### src/rtl/mem_stage_ctrl_pkg.sv
// Shared types and constants for the memory-stage controller.
// Opcode classes, in-band error codes and the controller state encoding.
package mem_stage_ctrl_pkg;

  localparam int unsigned OPCODE_W = 7;
  localparam int unsigned REG_IDX_W = 5;

  typedef logic [OPCODE_W-1:0] opcode_t;

  localparam opcode_t OPCODE_LOAD   = 7'b0000011;
  localparam opcode_t OPCODE_STORE  = 7'b0100011;
  localparam opcode_t OPCODE_BRANCH = 7'b1100011;

  typedef enum logic [1:0] {
    MEM_ERR_NONE       = 2'd0,
    MEM_ERR_MISALIGNED = 2'd1,
    MEM_ERR_TIMEOUT    = 2'd2
  } mem_err_t;

  typedef enum logic {
    MEM_IDLE   = 1'b0,
    MEM_ACCESS = 1'b1
  } mem_ctrl_state_t;

  function automatic logic is_mem_op(input opcode_t op);
    return (op == OPCODE_LOAD) || (op == OPCODE_STORE);
  endfunction

endpackage

### src/rtl/mem_req_timer.sv
// Loadable up-counter with clear/enable that flags when the count reaches TIMEOUT_CYCLES-1.
// The expire flag is registered alongside the count so it always describes count_q.
module mem_req_timer #(
  parameter int unsigned TIMEOUT_CYCLES = 16,
  localparam int unsigned CW = $clog2(TIMEOUT_CYCLES + 1)
) (
  input  logic          clk,
  input  logic          rst,
  input  logic          clr_i,
  input  logic          en_i,
  input  logic          load_i,
  input  logic [CW-1:0] load_val_i,
  output logic          expire_o
);

  localparam logic [CW-1:0] TERM = CW'(TIMEOUT_CYCLES - 1);

  logic [CW-1:0] cnt_q, cnt_d;
  logic          expire_q;

  // Clear dominates load, load dominates increment.
  always_comb begin
    cnt_d = cnt_q;
    if (clr_i) begin
      cnt_d = '0;
    end else if (load_i) begin
      cnt_d = load_val_i;
    end else if (en_i) begin
      cnt_d = cnt_q + CW'(1);
    end
  end

  always_ff @(posedge clk) begin
    if (rst) begin
      cnt_q    <= '0;
      expire_q <= 1'b0;
    end else begin
      cnt_q    <= cnt_d;
      expire_q <= (cnt_d == TERM);
    end
  end

  assign expire_o = expire_q;

endmodule

### src/rtl/mem_stage_ctrl.sv
// Memory pipeline stage controller: accepts execute results, sequences word loads/stores
// on a single variable-latency data port, and presents a one-entry registered writeback slot.
module mem_stage_ctrl
  import mem_stage_ctrl_pkg::*;
#(
  parameter int unsigned DATA_WIDTH     = 32,
  parameter int unsigned ADDR_WIDTH     = 32,
  parameter int unsigned TIMEOUT_CYCLES = 16,
  parameter bit          TIMEOUT_EN     = 1'b1
) (
  input  logic                  clk,
  input  logic                  rst,
  input  logic                  ex_valid,
  output logic                  ex_ready,
  input  opcode_t               ex_opcode,
  input  logic [DATA_WIDTH-1:0] ex_alu_result,
  input  logic [DATA_WIDTH-1:0] ex_rs2_data,
  input  logic [REG_IDX_W-1:0]  ex_rd,
  output logic                  dmem_req,
  output logic                  dmem_we,
  output logic [ADDR_WIDTH-1:0] dmem_addr,
  output logic [DATA_WIDTH-1:0] dmem_wdata,
  input  logic                  dmem_ack,
  input  logic [DATA_WIDTH-1:0] dmem_rdata,
  output logic                  wb_valid,
  input  logic                  wb_ready,
  output logic [DATA_WIDTH-1:0] wb_data,
  output logic [REG_IDX_W-1:0]  wb_rd,
  output logic                  wb_reg_we,
  output mem_err_t              wb_err
);

  mem_ctrl_state_t       state_q, state_d;
  logic                  dmem_req_q, dmem_req_d;
  logic                  dmem_we_q, dmem_we_d;
  logic [ADDR_WIDTH-1:0] dmem_addr_q, dmem_addr_d;
  logic [DATA_WIDTH-1:0] dmem_wdata_q, dmem_wdata_d;
  logic [REG_IDX_W-1:0]  acc_rd_q, acc_rd_d;
  logic                  wb_valid_q, wb_valid_d;
  logic [DATA_WIDTH-1:0] wb_data_q, wb_data_d;
  logic [REG_IDX_W-1:0]  wb_rd_q, wb_rd_d;
  logic                  wb_reg_we_q, wb_reg_we_d;
  mem_err_t              wb_err_q, wb_err_d;

  logic accept_c;
  logic timer_clr_c;
  logic timer_en_c;
  logic timer_expire;

  // Accept only when idle and the writeback slot is free or being drained this cycle.
  assign ex_ready = (state_q == MEM_IDLE) && (!wb_valid_q || wb_ready);
  assign accept_c = ex_valid && ex_ready;

  mem_req_timer #(
    .TIMEOUT_CYCLES(TIMEOUT_CYCLES)
  ) u_timer (
    .clk        (clk),
    .rst        (rst),
    .clr_i      (timer_clr_c),
    .en_i       (timer_en_c),
    .load_i     (1'b0),
    .load_val_i ('0),
    .expire_o   (timer_expire)
  );

  always_comb begin
    state_d      = state_q;
    dmem_req_d   = dmem_req_q;
    dmem_we_d    = dmem_we_q;
    dmem_addr_d  = dmem_addr_q;
    dmem_wdata_d = dmem_wdata_q;
    acc_rd_d     = acc_rd_q;
    wb_valid_d   = wb_valid_q && !wb_ready;
    wb_data_d    = wb_data_q;
    wb_rd_d      = wb_rd_q;
    wb_reg_we_d  = wb_reg_we_q;
    wb_err_d     = wb_err_q;
    timer_clr_c  = 1'b0;
    timer_en_c   = 1'b0;

    unique case (state_q)
      MEM_IDLE: begin
        if (accept_c) begin
          if (!is_mem_op(ex_opcode)) begin
            wb_valid_d  = 1'b1;
            wb_data_d   = ex_alu_result;
            wb_rd_d     = ex_rd;
            wb_reg_we_d = (ex_opcode != OPCODE_BRANCH);
            wb_err_d    = MEM_ERR_NONE;
          end else if (ex_alu_result[1:0] != 2'b00) begin
            // Faulting address is reported in place of a result.
            wb_valid_d  = 1'b1;
            wb_data_d   = ex_alu_result;
            wb_rd_d     = ex_rd;
            wb_reg_we_d = 1'b0;
            wb_err_d    = MEM_ERR_MISALIGNED;
          end else begin
            state_d      = MEM_ACCESS;
            dmem_req_d   = 1'b1;
            dmem_we_d    = (ex_opcode == OPCODE_STORE);
            dmem_addr_d  = ADDR_WIDTH'(ex_alu_result);
            dmem_wdata_d = ex_rs2_data;
            acc_rd_d     = ex_rd;
            timer_clr_c  = 1'b1;
          end
        end
      end

      MEM_ACCESS: begin
        // Ack takes priority over a timeout expiring in the same cycle.
        if (dmem_ack) begin
          state_d     = MEM_IDLE;
          dmem_req_d  = 1'b0;
          wb_valid_d  = 1'b1;
          wb_rd_d     = acc_rd_q;
          wb_err_d    = MEM_ERR_NONE;
          wb_reg_we_d = !dmem_we_q;
          wb_data_d   = dmem_we_q ? '0 : dmem_rdata;
        end else begin
          timer_en_c = 1'b1;
          if (TIMEOUT_EN && timer_expire) begin
            state_d     = MEM_IDLE;
            dmem_req_d  = 1'b0;
            wb_valid_d  = 1'b1;
            wb_rd_d     = acc_rd_q;
            wb_err_d    = MEM_ERR_TIMEOUT;
            wb_reg_we_d = 1'b0;
            wb_data_d   = DATA_WIDTH'(dmem_addr_q);
          end
        end
      end

      default: state_d = MEM_IDLE;
    endcase
  end

  always_ff @(posedge clk) begin
    if (rst) begin
      state_q      <= MEM_IDLE;
      dmem_req_q   <= 1'b0;
      dmem_we_q    <= 1'b0;
      dmem_addr_q  <= '0;
      dmem_wdata_q <= '0;
      acc_rd_q     <= '0;
      wb_valid_q   <= 1'b0;
      wb_data_q    <= '0;
      wb_rd_q      <= '0;
      wb_reg_we_q  <= 1'b0;
      wb_err_q     <= MEM_ERR_NONE;
    end else begin
      state_q      <= state_d;
      dmem_req_q   <= dmem_req_d;
      dmem_we_q    <= dmem_we_d;
      dmem_addr_q  <= dmem_addr_d;
      dmem_wdata_q <= dmem_wdata_d;
      acc_rd_q     <= acc_rd_d;
      wb_valid_q   <= wb_valid_d;
      wb_data_q    <= wb_data_d;
      wb_rd_q      <= wb_rd_d;
      wb_reg_we_q  <= wb_reg_we_d;
      wb_err_q     <= wb_err_d;
    end
  end

  assign dmem_req   = dmem_req_q;
  assign dmem_we    = dmem_we_q;
  assign dmem_addr  = dmem_addr_q;
  assign dmem_wdata = dmem_wdata_q;
  assign wb_valid   = wb_valid_q;
  assign wb_data    = wb_data_q;
  assign wb_rd      = wb_rd_q;
  assign wb_reg_we  = wb_reg_we_q;
  assign wb_err     = wb_err_q;

endmodule

### config.mk
export PLATFORM = sky130hd
export DESIGN_NAME = mem_stage_ctrl
export DESIGN_NICKNAME = d
export VERILOG_FILES = /design/src/rtl/mem_stage_ctrl_pkg.sv /design/src/rtl/mem_req_timer.sv /design/src/rtl/mem_stage_ctrl.sv
export SDC_FILE = /design/constraint.sdc
export NUM_CORES = 1
export LEC_CHECK = 0
export BUFFER_PORTS_ARGS = -buffer_cell sky130_fd_sc_hd__buf_2
export CAP_MARGIN = 20
export CORE_ASPECT_RATIO = 0.5
export CORE_MARGIN = 10
export CORE_UTILIZATION = 52
export DETAILED_ROUTE_END_ITERATION = 10
export PLACE_DENSITY = 0.93
export REMOVE_ABC_BUFFERS = 1
export SLEW_MARGIN = 10
export SYNTH_ARGS = -nofsm -noshare
export SYNTH_HDL_FRONTEND = slang
export SYNTH_SLANG_ARGS = --single-unit
export TNS_END_PERCENT = 20
### constraint.sdc
create_clock -name clk -period 2.34 [get_ports clk]
set_input_delay 0.234 -clock clk [delete_from_list [all_inputs] [get_ports clk]]
set_output_delay 0.234 -clock clk [all_outputs]
set_load 0.02 [all_outputs]
# Word-level counts from Yosys, hierarchy flattened
# Cells that the tools add are included.
# W data, S select, Z words.
# word_totals
elab_cells,84
reg_bits,119
# classes
n_addsub,1
n_eq_ne,9
bitwise,2
n_reduce_logical,12
mux,47
# op_table
operator,n
$mux W32,6
$pmux W32 S2,1
$mux W5,7
$mux W1,22
$mux W2,5
$pmux W5 S2,1
$pmux W1 S2,4
$reduce_and A4 Y1,2
$eq A7 B2 Y1 const B,1
$eq A7 B6 Y1 const B,1
$ne A7 B7 Y1 const B,1
$ne A3 B2 Y1 const B,2
$add A5 B1 Y5 const B,1
$eq A5 B4 Y1 const B,1
$ne A2 B2 Y1 const B,2
$pmux W2 S2,1
$logic_and A1 B1 Y1,3
$logic_not A1 Y1,3
$reduce_and A3 Y1,1
$logic_or A1 B1 Y1,2
$ne A2 B1 Y1 const B,1
$not A1 Y1,2
$reduce_bool A2 Y1,1

# Longest topological paths before layout
# Gate-level depths: netlist of run 1.
# logic_depth
ltp_word,8
mapped_depth,7
mapped_depth_nobuf,4

# Cells and area by module
# A second synthesis of run 1 with hierarchy kept.
# hier_totals
cells_unflattened,673
hier_area_um2,5786.8
# by_module_without_submodules
mod,cells_per_inst,area_each_um2,n_inst
mem_stage_ctrl,640,5457.7,1
mem_req_timer,33,329.1,1

# Worst setup path before layout of run 1
# OpenSTA, ideal clock, no wires.
# synth_path
path_type,register to register
startpoint,"register wb_valid_q, in the netlist wb_valid"
endpoint,"register dmem_addr_q[28], in the netlist dmem_addr[28]"
synth_period_minus_slack_ns,1.499
setup_ns,0.070
arrival_time_ns,1.429
setup_slack_ns,0.841
required_ns,2.270
stages_incl_launch_ff,7
cell_sequence,dfxtp_1 > nand2b_1 > nand3_1 > buf_2 > buf_1 > o21ai_1 > a21oi_1
# synth_via
elab_chain_len,5
# synth_lines
element,line,text
start: declaration,mem_stage_ctrl.sv:39,"logic wb_valid_q, wb_valid_d;"
start signal: assignment,mem_stage_ctrl.sv:157,wb_valid_q <= wb_valid_d;
$logic_not A1 Y1,mem_stage_ctrl.sv:51,assign ex_ready = (state_q == MEM_IDLE) && (!wb_valid_q || wb_ready);
$logic_or A1 B1 Y1,mem_stage_ctrl.sv:51,
$logic_and A1 B1 Y1,mem_stage_ctrl.sv:51,
$logic_and A1 B1 Y1,mem_stage_ctrl.sv:52,assign accept_c = ex_valid && ex_ready;
$reduce_and A4 Y1 (no line),n/a,
end signal: assignment,mem_stage_ctrl.sv:154,dmem_addr_q <= dmem_addr_d;
end: declaration,mem_stage_ctrl.sv:36,"logic [ADDR_WIDTH-1:0] dmem_addr_q, dmem_addr_d;"
# Every way passes these cells.
# A chain may end at the register's enable or synchronous reset.

# Worst setup path after layout of run 1
# layout_path
startpoint,register state_q
endpoint,"register wb_rd_q[4], in the netlist wb_rd[4]"
# layout_via
elab_chain_len,5
# layout_lines
element,line,text
start: declaration,mem_stage_ctrl.sv:33,"mem_ctrl_state_t state_q, state_d;"
start signal: assignment,mem_stage_ctrl.sv:151,state_q <= state_d;
$not A1 Y1,n/a,
$logic_and A1 B1 Y1,mem_stage_ctrl.sv:51,
$logic_and A1 B1 Y1,mem_stage_ctrl.sv:52,
$ne A2 B2 Y1 (no line),n/a,
$reduce_and A3 Y1 (no line),n/a,
end signal: assignment,mem_stage_ctrl.sv:159,wb_rd_q <= wb_rd_d;
end: declaration,mem_stage_ctrl.sv:41,"logic [REG_IDX_W-1:0] wb_rd_q, wb_rd_d;"
# Several ways; a longest one is shown, not always the timed one.

==> results.cfg, run 1 <==
[status]
status = finished, final reports clean

[sta]
worst_pin_slew_ns = 0.669
finClkSkew_ns = 0.00951
fin_crit_ns = 1.95
fmax_ghz = 0.512
final_hold_viol_count = 0
fin_crit_sh_pct = 83.5
timing.final.max_slew_violations = 0
rsz0062_at_grt = no
finalSetupViolations = 0
relSlewSlack_pct = 55.3

[global_route]
grt_overflow = 0
grt_usage_pct = 24.7
first_global_vias = 6306
antenna_found_initial = 1
grt_max_degree = 70
grt_pass1_wl_um = 31300

[placed_design]
io_buffers = 220
placed_cell_area_um2 = 6660
gp_congestion = 0.917
dp_hpwl_um = 13000

[clock_network]
cts_tree = yes
clkTransAtPathRegs_ns = 0.06
cts.sinks = 119
clockBufferDepth = 2
cts_root_buf = clkbuf_16
cts_htree_levels = 4
insertion_delay_ns = 0.40
hold_buffers = 0
cts_resized = 0
cts_setup_buffers = 0
numCtsBuffers = 17

[synthesis]
avgSynthCellArea_um2 = 7.87
yosys.cell_types.count = 45
synth-xor-area-share_pct = 0.478
ys_ff_latch = 119
ys_async_sr_fraction_pct = 0
yosys-mux-area-fraction_pct = 1.12
seq_area_frac_synth_pct = 43.4
synth_compound_area_share_pct = 25.3
netlist_area_um2 = 5500
synth-edff-count = 0
synthFlopType = dfxtp_1
ys_warn_count = 0
synth-adder-area-share_pct = 0.228
synth_top_family_by_area = compound AO/OA/AOI/OAI gates
netlist_instances = 698
synthSimpleGateAreaFrac_pct = 23.5

[critical_path]
cp_max_fo = 29
cp_cell_sequence = buf_4 -> and4b_1 -> buf_4 -> nor2_1 -> a211oi_1
endpoint_kind = flip-flop
cp-start-kind = flip-flop
timing.rr.start = state_q
r2r_slack_ns = 0.39
slowest_delay_ns = 0.52
crit_top_cell = buf_4
worstPathRequired_ns = 2.60
crit_end = wb_rd[4]
slowest_stage = dfxtp_2
r2r-end = wb_rd[4]
timing.critical_path.from = state_q
crit_arrival_ns = 2.21
rr_worst_depth = 5
crit_type = flip-flop to flip-flop

[die]
initial_core_util_pct = 53.6
coreArea_um2 = 10200
die_w_um = 165
dieArea_um2 = 15300
die_h_um = 92.7
ios = 221
rows = 26

[layout]
final_common_cell = buf_2
nets = 996
final_area_um2 = 7280
final_cell_mix = 219 x buf_2, 118 x dfxtp_1, 111 x a21oi_1, 100 x nand3_1, 80 x o21ai_0
area_growth_pct = 32.5
drive_above_1_share_pct = 31.5

[pwr]
p_total_uw = 5310
p_leak_uw = 0.00300
power_density_nw_per_um2 = 729
ir_drop_mv = 0.674

[drt]
drtAntennaViolNets = 0
viasPerCell = 6.13
drt-wirelength-per-cell_um = 19.0
drtPass1Iterations = 5
vias = 6354
wl_um = 19700
drt-initial-drc-count = 718
drc = 0

[min_path]
worstHoldPathCells = 3
min_path_type = primary input to flip-flop

[run]
maxCapViolations = 0
==> cells by family (layout without fill, tap and decap cells) <==
kind of cell             after synthesis  in the layout
AO/OA/AOI/OAI                        259            259
XOR/XNOR                               3              3
adder cells (fa/ha/maj)                1              1
buffers and inverters                 78            275
flip-flops                           119            119
multiplexers                           6              6
other                                  0              1
AND/OR/NAND/NOR                      232            232
==> power breakdown <==
part | leakage [uW] | total (uW) | internal [uW] | switching, uW
registers | 0.000966 | 2100 | 2070 | 23.0
clock network | 0.000306 | 2710 | 1810 | 902
logic | 0.00173 | 498 | 193 | 306
total | 0.00300 | 5310 | 4080 | 1230
==> sequential cells by signal, summed over array words and instances, names as in the netlist, 2 cells and up <==
register	cells
acc_rd_q	5
wb_rd	5
wb_err	2
dmem_wdata	32
wb_data	32
dmem_addr	32
u_timer.cnt_q	5
==> through the flow <==
| stage | utilization, % | worst slack (ns) | hold WS (ns) | instances | TNS [ns] |
|---|---|---|---|---|---|
| 2_1_floorplan | - | -1.03 | 0.303 | 623 | -103.11 |
| 3_3_place_gp | 65.0 | 0.570 | 0.455 | 1003 | 0 |
| 3_5_place_dp | 65.0 | 0.471 | 0.463 | 1003 | 0 |
| 4_1_cts | 71.0 | 0.430 | 0.0714 | 1035 | 0 |
| 5_1_grt | 71.1 | 0.278 | 0.0788 | 1036 | 0 |
| 6_report | 71.1 | 0.385 | 0.0798 | 1036 | 0 |
==> how the worst min path moves through the flow <==
stage | slack, ns | startpoint | endpoint
global placement | 0.46 | dmem_addr[0] | dmem_addr[0]
detailed placement | 0.46 | dmem_wdata[8] | dmem_wdata[8]
CTS | 0.07 | ex_rs2_data[31] | dmem_wdata[31]
global route | 0.08 | ex_rs2_data[17] | dmem_wdata[17]
finish | 0.08 | ex_rs2_data[31] | dmem_wdata[31]
floorplan | 0.30 | rst | acc_rd_q[0]
==> synthesized netlist by cell type, types with 6 or more instances <==
cell type | count | area share [%]
nand2_1 | 7 | 0.48
a31oi_1 | 31 | 3.5
a211oi_1 | 6 | 0.82
dfxtp_1 | 119 | 43
buf_2 | 18 | 1.6
a21oi_1 | 111 | 10
nand3_1 | 101 | 9.2
clkbuf_1 | 49 | 3.3
nand2b_1 | 34 | 3.9
nor3_1 | 6 | 0.55
o21ai_0 | 80 | 7.3
nor2_1 | 36 | 2.5
o21ai_1 | 22 | 2.0
nand3b_1 | 31 | 4.2
==> area by class of cell <==
type / instances / area [um^2]
tap: 140 / 175
antenna: 1 / 2.50
sequential: 119 / 2380
timing repair buffer: 240 / 1300
multi-input combinational: 501 / 2790
fill: 770 / 2970
inverter: 3 / 11.3
clock buffer: 24 / 502
clock inverter: 8 / 118
==> per-layer routing <==
layer | share of wire, % | track usage (%) | vias to the layer above
li1 | - | - | 2890
met2 | 51 | 42.6 | 374
met5 | 0 | 0 | -
met4 | 4.8 | 15.2 | 0
met3 | 9.0 | 6.14 | 95
met1 | 35 | 27.1 | 2995
==> worst max-delay path: cells and delay by family, from the launching register on <==
kind / cells / cell delay (ns)
AO/OA/AOI/OAI: 1 / 0.14
buffers and inverters: 2 / 0.57
flip-flops: 1 / 0.52
AND/OR/NAND/NOR: 2 / 0.56
Power figures use the tool's default switching activity.
==> run 2: changes to the inputs <==
CORE_UTILIZATION = 44   (was 52)
PLACE_DENSITY = 0.85   (was 0.93)
clock period = 1.6 ns   (was 2.34 ns; I/O delays follow)
==> run 2 against run 1 <==
Worst hold slack got worse by 0.072 ns. Setup slack got worse by 0.30 ns. Count of clock-buffer cells in the layout fell by 3.
==> results.cfg, run 2 (synthesis results as in run 1) <==
[critical_path]
critPathTopFamily = buffers and inverters
cp-start-kind = flip-flop
cp_cell_sequence = buf_4 -> nand4b_1 -> buf_6 -> a21oi_1 -> a211oi_1
slowest_stage = dfxtp_2
crit_arrival_ns = 1.83
cp_max_fo = 23
critical_path_buf_inv_count = 2
worstPathRequired_ns = 1.92
slowest_delay_ns = 0.40
endpoint_kind = flip-flop
crit_type = flip-flop to flip-flop

[layout]
area_growth_pct = 38.0
final_common_cell = buf_2
final_cell_mix = 219 x buf_2, 118 x dfxtp_1, 111 x a21oi_1, 100 x nand3_1, 79 x o21ai_0
final_area_um2 = 7580
drive_above_1_share_pct = 32.3
nets = 1021
diodes = 0

[status]
status = finished, final reports clean

[placed_design]
io_buffers = 220
gp_congestion = 0.882
dp_hpwl_um = 13600
placed_cell_area_um2 = 6870

[die]
die_w_um = 178
die_h_um = 99.0
ios = 221
rows = 28
initial_core_util_pct = 45.7
coreArea_um2 = 12000
dieArea_um2 = 17600

[clock_network]
cts_root_buf = clkbuf_16
clockBufferDepth = 2
clkTransAtPathRegs_ns = 0.05
cts_htree_levels = 4
numCtsBuffers = 17
cts_setup_buffers = 0
insertion_delay_ns = 0.40
cts_tree = yes
cts.sinks = 119

[global_route]
grt_max_degree = 79
use_met3_pct = 4.65
met2_usage_pct = 39.8
grt_usage_pct = 21.9
antenna_found_initial = 0
grt_overflow = 0
grt_use_met1_pct = 23.5
grt_pass1_wl_um = 31700
grt_most_used_layer = met2
first_global_vias = 6223

[sta]
worst_pin_slew_ns = 0.415
final_hold_viol_count = 0
finClkSkew_ns = 0.00807
hold_slack_ns = 0.00759
fin_crit_sh_pct = 94.4
finalSetupViolations = 0
finalSetupTns_ns = 0
timing.final.max_slew_violations = 0
fin_crit_ns = 1.51
fmax_ghz = 0.662
relSlewSlack_pct = 72.2

[drt]
viasPerCell = 5.81
drt-wirelength-per-cell_um = 18.6
drtPass1Iterations = 5
drc = 0
drtAntennaViolNets = 0
vias = 6300
wl_um = 20200
drt-initial-drc-count = 613

[pwr]
power_density_nw_per_um2 = 1010
ir_drop_mv = 0.776
p_leak_uw = 0.00313

[run]
maxCapViolations = 0

[min_path]
min_path_type = primary input to flip-flop
[run 2: cell types whose count changed in the layout (fill, tap and decap cells not counted), moves of 4 or more]
cell,previous run,this run
buf_12,4,10
buf_4,17,21
buf_6,0,4
clkbuf_8,5,1
clkinv_2,4,8
dlygate4sd3_1,0,11
[run 2: worst register-to-register path, stage by stage (launching register included)]
cell,delay (ns)
dfxtp_2,0.40
buf_4,0.19
nand4b_1,0.24
buf_6,0.27
a21oi_1,0.11
a211oi_1,0.22
[run 2: timing repair]
| item | CTS | global route |
|---|---|---|
| pin swaps | 0 | 0 |
| hold buffers | 11 | 0 |
| gates resized for setup | 1 | 6 |
| setup endpoints to repair | 1 | 14 |
| endpoints found under the hold margin | 11 | 0 |
[run 2: area by class of cell]
class	instances	area, um^2
Fill cell	987	4430
Tap cell	165	206
Sequential cell	119	2380
Timing Repair Buffer	265	1610
Multi-Input combinational cell	501	2790
Inverter	3	11.3
Clock buffer	21	450
Clock inverter	11	130
[run 2: final timing paths]
| check | start | end | slack [ns] | depth (start not counted) |
|---|---|---|---|---|
| setup / recovery | state_q | wb_rd[2] | 0.09 | 5 |
| hold / removal | ex_rs2_data[2] | dmem_wdata[2] | 0.008 | 3 |
| setup reg to reg | state_q | wb_rd[2] | 0.09 | 5 |
| hold reg to reg | dmem_wdata[16] | dmem_wdata[16] | 0.47 | 2 |
[run 2: metal layers]
layer  vias up  wire length, um
met5         -                0
met4         0              781
met3        71             1390
met2       303            10600
met1      2986             7430
li1       2940                -
[run 2: per-stage QoR]
stage               std cells  utilization [%]  power (uW)  setup WS (ns)
global route             1085             63.1        7880       -0.00131
CTS                      1085             63.0        7650         0.0283
detailed placement       1042             57.2        3860        -0.0812
global placement         1042             57.2        3850        -0.0427
finish                   1085             63.1        7630         0.0888
floorplan                 623                -        3430          -1.77
[run 2: power breakdown]
part	internal, uW	switching (uW)	total [uW]
sequential	3030	35.3	3070
combinational	322	452	774
clock	2470	1330	3790
total	5820	1810	7630
